**config.mk**
```make
export PLATFORM = sky130hd
export DESIGN_NAME = target_ctrl
export DESIGN_NICKNAME = d
export VERILOG_FILES = /design/src/rtl/target_ctrl.sv
export SDC_FILE = /design/constraint.sdc
export NUM_CORES = 1
export LEC_CHECK = 0
export ABC_CLOCK_PERIOD_IN_PS = 5350
export CAP_MARGIN = 20
export CORE_MARGIN = 2
export CORE_UTILIZATION = 25
export CTS_CLUSTER_DIAMETER = 150
export DETAILED_ROUTE_END_ITERATION = 10
export HOLD_SLACK_MARGIN = 0.02
export PLACE_DENSITY_LB_ADDON = 0.05
export SYNTH_ARGS = -nofsm -noshare
export SYNTH_HDL_FRONTEND = slang
export SYNTH_SLANG_ARGS = --single-unit
```
**constraint.sdc**
```tcl
create_clock -name clk -period 5.35 [get_ports clk]
set_input_delay 1.07 -clock clk [delete_from_list [all_inputs] [get_ports clk]]
set_output_delay 1.07 -clock clk [all_outputs]
set_load 0.005 [all_outputs]
```
**src/rtl/target_ctrl.sv**
```systemverilog
// target_ctrl: game-logic stage ahead of vga_ctrl.
// Owns the target square's position and size, bounces it around the frame
// once per frame tick, scores fire presses that land on the target, freezes
// it for a cooldown after a hit and respawns it at a pseudo-random spot.
// Coord_X / Coord_Y / targetSize only change on frame ticks or on a hit.
// Optional feature macro: TARGET_AUTOSPEED_EN (each hit speeds the target up).
module target_ctrl #(
  parameter int FRAME_WIDTH     = 1280,
  parameter int FRAME_HEIGHT    = 1024,
  parameter int INIT_X          = 576,
  parameter int INIT_Y          = 448,
  parameter int INIT_SIZE       = 128,
  parameter int MIN_SIZE        = 16,
  parameter int SIZE_STEP       = 8,
  parameter int SPEED           = 2,
  parameter int MAX_SPEED       = 8,
  parameter int COOLDOWN_FRAMES = 30
) (
  input  logic        clk,
  input  logic        resetn,
  input  logic        Vsync,
  input  logic        fire_btn,
  input  logic [11:0] MarkerCoord_X,
  input  logic [11:0] MarkerCoord_Y,
  output logic [11:0] Coord_X,
  output logic [11:0] Coord_Y,
  output logic [7:0]  targetSize,
  output logic        hit,
  output logic [15:0] hit_count
);

  typedef enum logic [1:0] {S_MOVE, S_COOLDOWN, S_SPAWN} state_t;

  localparam logic [12:0] FW13   = 13'(FRAME_WIDTH);
  localparam logic [12:0] FH13   = 13'(FRAME_HEIGHT);
  localparam logic [7:0]  MIN8   = 8'(MIN_SIZE);
  localparam logic [7:0]  STEP8  = 8'(SIZE_STEP);
  localparam logic [3:0]  SPEED4 = 4'(SPEED);
  localparam logic [3:0]  MAX4   = 4'(MAX_SPEED);
  localparam logic [7:0]  CD8    = 8'(COOLDOWN_FRAMES);

  state_t      state_reg, state_next;
  logic [11:0] x_reg, x_next, y_reg, y_next;
  logic [7:0]  size_reg, size_next;
  logic        dir_x_reg, dir_x_next, dir_y_reg, dir_y_next;
  logic        hit_reg, hit_next;
  logic [15:0] hit_count_reg, hit_count_next;
  logic [7:0]  cd_reg, cd_next;
  logic [15:0] lfsr_reg;
  logic        vsync_d_reg, fire_d_reg;
  logic [3:0]  speed;

  logic        frame_tick, fire_pulse, overlap;
  logic [12:0] lim_x, lim_y;
  logic [12:0] step_x, step_y;
  logic [12:0] spawn_x, spawn_y;

  assign frame_tick = Vsync & ~vsync_d_reg;
  assign fire_pulse = fire_btn & ~fire_d_reg;

  // Largest legal top-left coordinate for the current size.
  assign lim_x = FW13 - {5'd0, size_reg};
  assign lim_y = FH13 - {5'd0, size_reg};

  // One-axis bounce step: returns {new_dir, new_pos}; dir 1 means increasing.
  function automatic logic [12:0] step_axis(input logic [11:0] pos, input logic dir,
                                            input logic [3:0] spd, input logic [12:0] lim);
    logic [12:0] nx;
    logic [12:0] res;
    if (dir) begin
      nx = {1'b0, pos} + {9'd0, spd};
      if (nx > lim) res = {1'b0, lim[11:0]};
      else          res = {1'b1, nx[11:0]};
    end else begin
      if (pos < {8'd0, spd}) res = {1'b1, 12'd0};
      else                   res = {1'b0, pos - {8'd0, spd}};
    end
    return res;
  endfunction

  // Box overlap on 13 bits so the right/bottom edge sums never wrap.
  always_comb begin
    logic [12:0] tx, ty, mx, my, sz;
    tx = {1'b0, x_reg};
    ty = {1'b0, y_reg};
    mx = {1'b0, MarkerCoord_X};
    my = {1'b0, MarkerCoord_Y};
    sz = {5'd0, size_reg};
    overlap = (mx < tx + sz) && (tx < mx + sz) && (my < ty + sz) && (ty < my + sz);
  end

  // Candidate moves and respawn position; a single subtraction folds the
  // random value into range because the size never exceeds 255.
  always_comb begin
    step_x  = step_axis(x_reg, dir_x_reg, speed, lim_x);
    step_y  = step_axis(y_reg, dir_y_reg, speed, lim_y);
    spawn_x = {2'd0, lfsr_reg[10:0]};
    if (spawn_x > lim_x) spawn_x = spawn_x - lim_x;
    spawn_y = {3'd0, lfsr_reg[9:0]};
    if (spawn_y > lim_y) spawn_y = spawn_y - lim_y;
  end

`ifdef TARGET_AUTOSPEED_EN
  logic [3:0] speed_reg;
  // Each scored hit bumps the speed, capped at the ceiling.
  always_ff @(posedge clk or negedge resetn) begin
    if (!resetn) speed_reg <= SPEED4;
    else if (hit_next && speed_reg < MAX4) speed_reg <= speed_reg + 4'd1;
  end
  assign speed = speed_reg;
`else
  // Fixed speed, still clamped to the ceiling in case of a misconfiguration.
  assign speed = (SPEED4 > MAX4) ? MAX4 : SPEED4;
`endif

  // State register.
  always_ff @(posedge clk or negedge resetn) begin
    if (!resetn) state_reg <= S_MOVE;
    else         state_reg <= state_next;
  end

  // Datapath registers, edge detectors and the free-running LFSR.
  always_ff @(posedge clk or negedge resetn) begin
    if (!resetn) begin
      x_reg         <= 12'(INIT_X);
      y_reg         <= 12'(INIT_Y);
      size_reg      <= 8'(INIT_SIZE);
      dir_x_reg     <= 1'b1;
      dir_y_reg     <= 1'b1;
      hit_reg       <= 1'b0;
      hit_count_reg <= 16'd0;
      cd_reg        <= 8'd0;
      lfsr_reg      <= 16'hACE1;
      vsync_d_reg   <= 1'b0;
      fire_d_reg    <= 1'b0;
    end else begin
      x_reg         <= x_next;
      y_reg         <= y_next;
      size_reg      <= size_next;
      dir_x_reg     <= dir_x_next;
      dir_y_reg     <= dir_y_next;
      hit_reg       <= hit_next;
      hit_count_reg <= hit_count_next;
      cd_reg        <= cd_next;
      lfsr_reg      <= {lfsr_reg[14:0], lfsr_reg[15] ^ lfsr_reg[13] ^ lfsr_reg[12] ^ lfsr_reg[10]};
      vsync_d_reg   <= Vsync;
      fire_d_reg    <= fire_btn;
    end
  end

  // Next-state and next-datapath logic; a hit takes priority over a move.
  always_comb begin
    state_next     = state_reg;
    x_next         = x_reg;
    y_next         = y_reg;
    size_next      = size_reg;
    dir_x_next     = dir_x_reg;
    dir_y_next     = dir_y_reg;
    hit_next       = 1'b0;
    hit_count_next = hit_count_reg;
    cd_next        = cd_reg;
    case (state_reg)
      S_MOVE: begin
        if (fire_pulse && overlap) begin
          hit_next = 1'b1;
          if (hit_count_reg != 16'hFFFF) hit_count_next = hit_count_reg + 16'd1;
          if (size_reg < MIN8 + STEP8) size_next = MIN8;
          else                         size_next = size_reg - STEP8;
          cd_next    = CD8;
          state_next = S_COOLDOWN;
        end else if (frame_tick) begin
          dir_x_next = step_x[12];
          x_next     = step_x[11:0];
          dir_y_next = step_y[12];
          y_next     = step_y[11:0];
        end
      end
      S_COOLDOWN: begin
        if (frame_tick) begin
          cd_next = cd_reg - 8'd1;
          if (cd_reg <= 8'd1) begin
            cd_next    = 8'd0;
            state_next = S_SPAWN;
          end
        end
      end
      S_SPAWN: begin
        if (frame_tick) begin
          x_next     = spawn_x[11:0];
          y_next     = spawn_y[11:0];
          dir_x_next = lfsr_reg[11];
          dir_y_next = lfsr_reg[12];
          state_next = S_MOVE;
        end
      end
      default: state_next = S_MOVE;
    endcase
  end

  // Outputs come straight from registers.
  always_comb begin
    Coord_X    = x_reg;
    Coord_Y    = y_reg;
    targetSize = size_reg;
    hit        = hit_reg;
    hit_count  = hit_count_reg;
  end

endmodule

```
======== Yosys cells after proc, flatten, opt, wreduce, memory -nomap -nowiden ========
Index checks and enable logic that the tools add are counted.
storage, ports and cells
  bits of input ports ..................... 28
  bits in registers ....................... 79
cells by class
  reduce and logical (&&, ||, !) cells .... 12
  multiplexer cells ....................... 36
  bitwise operators ....................... 7
  add/subtract/negate cells ............... 15
  order comparisons ....................... 12
  equal/unequal tests ..................... 9
operators by type and width
  kind                                                                            count
  12-bit two-way mux                                                              8
  13-bit two-way mux                                                              6
  12-bit by 8-bit adder with 13-bit output                                        4
  12-bit by 13-bit less-than comparator with 1-bit output                         4
  12-bit one-hot mux with 2 select lines                                          2
  8-bit two-way mux                                                               4
  12-bit by 2-bit adder with 13-bit output (second input constant)                2
  13-bit > comparator                                                             2
  12-bit by 2-bit less-than comparator with 1-bit output (second input constant)  2
  11-bit by 8-bit subtractor with 12-bit output (first input constant)            2
  12-bit by 2-bit subtractor with 12-bit output (second input constant)           2
  16-bit by 1-bit adder with 16-bit output (second input constant)                1
  16-bit inequality test (second input constant)                                  1
  8-bit one-hot mux with 2 select lines                                           1
  10-bit by 13-bit > comparator with 1-bit output                                 1
  11-bit by 13-bit > comparator with 1-bit output                                 1
  2-bit inequality test (second input constant)                                   6
  11-bit by 12-bit subtractor with 12-bit output                                  1
  12-bit subtractor                                                               1
  8-bit by 1-bit <= comparator with 1-bit output (second input constant)          1
  8-bit by 5-bit less-than comparator with 1-bit output (second input constant)   1
  1-bit two-way mux                                                               8
  2-bit two-way mux                                                               4
  4-bit AND reduction                                                             2
  other kinds (14)                                                                24

======== Longest topological paths before layout ========
  depth in word-level cells ............... 8
  gate-level depth with buffers ........... 18
  gate-level depth less buffers ........... 16

======== Worst setup path after synthesis ========
OpenSTA, ideal clock, no wires.
  kind .................................... input-to-reg
  from .................................... input MarkerCoord_Y[4]
  to ...................................... register y_reg[3] (netlist: Coord_Y[3])
  data arrival time ....................... 4232 ps
  setup time .............................. 125 ps
  path buffers ............................ 2
  setup slack ............................. 993 ps
  cell stages on the path ................. 18
  cell sequence ........................... ha_1 a21oi_1 o21bai_1 o211ai_1 and2_1 nor2_1 xnor2_1 ha_1 a21o_1 a21oi_1 o21a_1 a32o_1 a2bb2oi_1 and3b_1 buf_6 nor2_4 buf_8 mux2_4
between the ends
  longest elaborated chain between the ends .. 6
  elaborated cells on any way between the ends .. 8
RTL lines
  what                                                                                                                        RTL line  text
  start, declared                                                                                                             24        input logic [11:0] MarkerCoord_Y,
  12-bit by 8-bit adder with 13-bit output / 12-bit by 13-bit less-than comparator with 1-bit output (equally long branches)  89        overlap = (mx < tx + sz) && (tx < mx + sz) && (my < ty + sz) && (ty < my + sz);
  12-bit by 13-bit less-than comparator with 1-bit output / 1-bit logical AND (equally long branches)                         89
  1-bit logical AND (*)                                                                                                       89
  1-bit logical AND (*)                                                                                                       164       if (fire_pulse && overlap) begin
  2-bit inequality test (no source line) (*)                                                                                  n/a
  4-bit AND reduction (no source line) (*)                                                                                    n/a
  end signal, assigned                                                                                                        126       y_reg <= 12'(INIT_Y);
  end signal, assigned                                                                                                        138       y_reg <= y_next;
  end, declared                                                                                                               43        logic [11:0] x_reg, x_next, y_reg, y_next;
Every way passes the cells marked *; elsewhere a longest branch is shown, timed or not.
A chain may end at the register's enable or synchronous reset.

======== Final worst setup path ========
  from .................................... input MarkerCoord_Y[4]
  to ...................................... register size_reg[6] (netlist: targetSize[6])
between the ends
  longest elaborated chain between the ends .. 5
  elaborated cells on any way between the ends .. 7
RTL lines
  what                                                                                                                        RTL line  text
  12-bit by 8-bit adder with 13-bit output / 12-bit by 13-bit less-than comparator with 1-bit output (equally long branches)  89
  12-bit by 13-bit less-than comparator with 1-bit output / 1-bit logical AND (equally long branches)                         89
  1-bit logical AND (*)                                                                                                       89
  1-bit logical AND (*)                                                                                                       164
  2-bit AND reduction (no source line) (*)                                                                                    n/a
  end signal, assigned                                                                                                        127       size_reg <= 8'(INIT_SIZE);
  end signal, assigned                                                                                                        139       size_reg <= size_next;
  end, declared                                                                                                               44        logic [7:0] size_reg, size_next;
Marks and branches as above.

==> flow_summary.json <==
{
  "dieArea_um2": 32060,
  "avgRoutedWirePerCell_um": 20.12,
  "crit_family": "compound AO/OA/AOI/OAI gates",
  "place_hpwl_um": 21830,
  "io_pins": 77,
  "outcome": "finished clean",
  "critPathMaxFanout": 7,
  "worst_pin_slew_ns": 0.9975,
  "holdWs_ns": 0.3606,
  "post_cts_buffers": 0,
  "num-fill-cells": 3259,
  "finalSetupViolations": 0,
  "netSwitchingFraction_pct": 44.54,
  "seq_area_um2": 1922,
  "vias": 6985,
  "drc": 0,
  "cts_hold_buf": 0,
  "max_slew_margin_pct": 33.50,
  "grt_pass1_wl_um": 43100,
  "via_per_inst": 5.025,
  "layout_commonest_cell": "ha_1",
  "first_pass_iters": 6,
  "path_cells": "clkdlybuf4s50_1 > ha_1 > a21oi_1 > o21bai_1 > o211ai_1 > and2_1 > nor2_1 > xnor2_1 > ha_1 > a21o_1 > a21oi_1 > o21a_1 > a32o_1 > a2bb2oi_1 > buf_4 > nand3_2 > buf_4 > nor4_1 > mux2_2",
  "period_share_pct": 90.88,
  "routed_wl_um": 27960,
  "tns_ns": 0,
  "combPwrFrac_pct": 56.1,
  "synthesis.area_um2": 7661,
  "synth.distinct_cells": 83,
  "drt-initial-drc-count": 582,
  "critPathKind": "in -> reg",
  "synthTopCellsByArea": "dfrtp_1 (20%), ha_1 (16%), dfstp_2 (5.5%)",
  "layout-drive-gt1-share_pct": 10.76,
  "die_h_um": 179.1,
  "clkTransAtPathRegs_ns": 0.06,
  "critPathBufInv": 3,
  "core_um2": 30350,
  "layout_common_cells": "ha_1 (99), nor2_1 (75), clkdlybuf4s50_1 (72)",
  "synth-edff-count": 0,
  "num_antenna_cells": 0,
  "skew_ns": 0.009143,
  "areaGrowthSynthToFinish_pct": 21.38,
  "holdPathStages": 0,
  "hold_viol": 0,
  "cts-root-buf": "clkbuf_16",
  "track_usage_pct": 17.86,
  "pwr-share-clk_pct": 18.3,
  "die_x_um": 179.1,
  "intPower_mw": 2.040,
  "clkLatencyLatePin_ns": 0.35,
  "grt_max_degree": 52,
  "cts_tree": "yes",
  "overflow": 0,
  "worstSetupStartpointType": "primary input",
  "rsz0062_at_grt": "false",
  "p_seq_share_pct": 25.5,
  "nets": 1116,
  "async_flop_share_pct": 100.0,
  "grt_antenna_before_repair": 0,
  "slew_viol_final": 0,
  "grt_pass1_vias": 6953,
  "finalCriticalPeriod_ns": 4.862,
  "leakage_nw": 3.954,
  "vdd_drop_max_mv": 0.1382,
  "htreeDepth": 3,
  "avgSynthCellArea_um2": 8.447,
  "clock_sinks": 76,
  "io_buffers": 73,
  "ys.warnings.count": 0,
  "max_freq_mhz": 205.7,
  "ys_seq_area_share_pct": 25.09,
  "crit_path_end_kind": "flip-flop",
  "globalplace.congestion": 0.8416,
  "p_total_mw": 3.678,
  "worstSetupPathDepth": 19,
  "ctsResizeCount": 0,
  "slowest_stage": "clkdlybuf4s50_1",
  "cp_data_required_time_ns": 5.58,
  "p_sw_mw": 1.638,
  "hp-class": "reg -> reg",
  "synth_ff_type": "dfrtp_1",
  "multi_input_area_um2": 5330,
  "synth_top_area_cell": "dfrtp_1",
  "clockBufferDepth": 2,
  "start_util_pct": 25.24,
  "r2r_cells": 14,
  "cpPeakStageDelay_ns": 0.43,
  "cp.arrival_ns": 5.09,
  "rows": 64,
  "final_antenna_net_count": 0,
  "cts_buffers": 9,
  "p_per_area_nw_per_um2": 395.5,
  "syn_inst": 907,
  "ys_seq_elements": 76,
  "netlist.area_leader.share_pct": 19.60,
  "cap_violations": 0
}
==> cell usage after synthesis (10+ instances only) <==
master / n
dfstp_2: 16
xnor2_1: 40
a21oi_1: 44
clkbuf_1: 28
nand2_1: 68
ha_1: 99
xor2_1: 33
nor4_1: 10
inv_1: 50
nand2b_1: 15
o211ai_1: 11
mux2_2: 12
mux2i_1: 10
dfrtp_1: 60
a211oi_1: 16
a31oi_1: 11
o21ai_0: 63
nor3_1: 31
nor2_1: 75
nand4_1: 14
nand3_1: 33
==> final timing paths <==
path | start | endpoint | slack, ns
setup / recovery | MarkerCoord_Y[4] | targetSize[6]$_DFFE_PN0P_ | 0.49
hold / removal | lfsr_reg[14]$_DFF_PN0_ | lfsr_reg[15]$_DFF_PN1_ | 0.36
setup reg to reg | targetSize[4]$_DFFE_PN0P_ | targetSize[6]$_DFFE_PN0P_ | 0.75
hold reg to reg | lfsr_reg[14]$_DFF_PN0_ | lfsr_reg[15]$_DFF_PN1_ | 0.36
max in group asynchronous | resetn | lfsr_reg[3]$_DFF_PN0_ | 3.65
min in group asynchronous | resetn | Coord_Y[3]$_DFFE_PN0P_ | 0.67
==> routing by layer <==
metal	share of wire [%]	global-route usage, %	vias up
met5	0	0	-
met4	0.70	2.778	0
met3	3.2	2.163	18
met2	46	29.28	129
met1	50	25.46	3352
li1	-	-	3486
==> cell type report <==
cell class              count  area share (%)
multi-input cells         740           57.32
flip-flops and latches     76           20.67
repair buffers            112           11.25
well taps                 396           5.328
clock buffers              11           2.718
inverters                  50           2.018
clock inverters             5          0.6997
==> power groups by stage <==
stage	Sequential, mW	Combinational [mW]	Clock, mW
2_1_floorplan	0.859	1.37	0
3_3_place_gp	0.954	2.10	0
3_5_place_dp	0.948	2.07	0
4_1_cts	0.939	2.09	0.691
5_1_grt	0.963	2.34	0.719
6_report	0.940	2.06	0.674
==> per-stage QoR <==
stage          cells  area, um2  worst slack [ns]  util, %
2_1_floorplan    911       7676            0.9930        -
3_3_place_gp    1374       8981            0.2702    29.59
3_5_place_dp    1374       8981            0.1486    29.59
4_1_cts         1390       9299            0.4783    30.64
5_1_grt         1390       9299            0.2136    30.64
6_report        1390       9299            0.4878    30.64
==> kinds of logic (layout without fill, tap and decap cells) <==
group | Yosys count | in the layout | share of synthesized area (%)
AOI/OAI and AO/OA | 239 | 239 | 21.30
buffers and inverters | 95 | 178 | 5.536
other | 1 | 5 | 0.04895
DFF | 76 | 76 | 25.09
muxes | 25 | 25 | 3.658
adders and majority gates | 99 | 99 | 16.17
and+or+nand+nor | 299 | 299 | 19.86
xor gates and xnor gates | 73 | 73 | 8.346
==> worst register-to-register path: stages, from the launching register on <==
cell	delay, ns
dfrtp_1	0.49
ha_1	0.37
a211oi_1	0.36
o21bai_2	0.15
a21oi_2	0.31
xor2_1	0.18
ha_1	0.26
and4_1	0.24
a2111oi_0	0.45
nand3_1	0.21
a2111oi_4	0.51
nand3_2	0.18
buf_4	0.20
nor4_1	0.22
mux2_2	0.37
(Power assumes the default switching activity.)
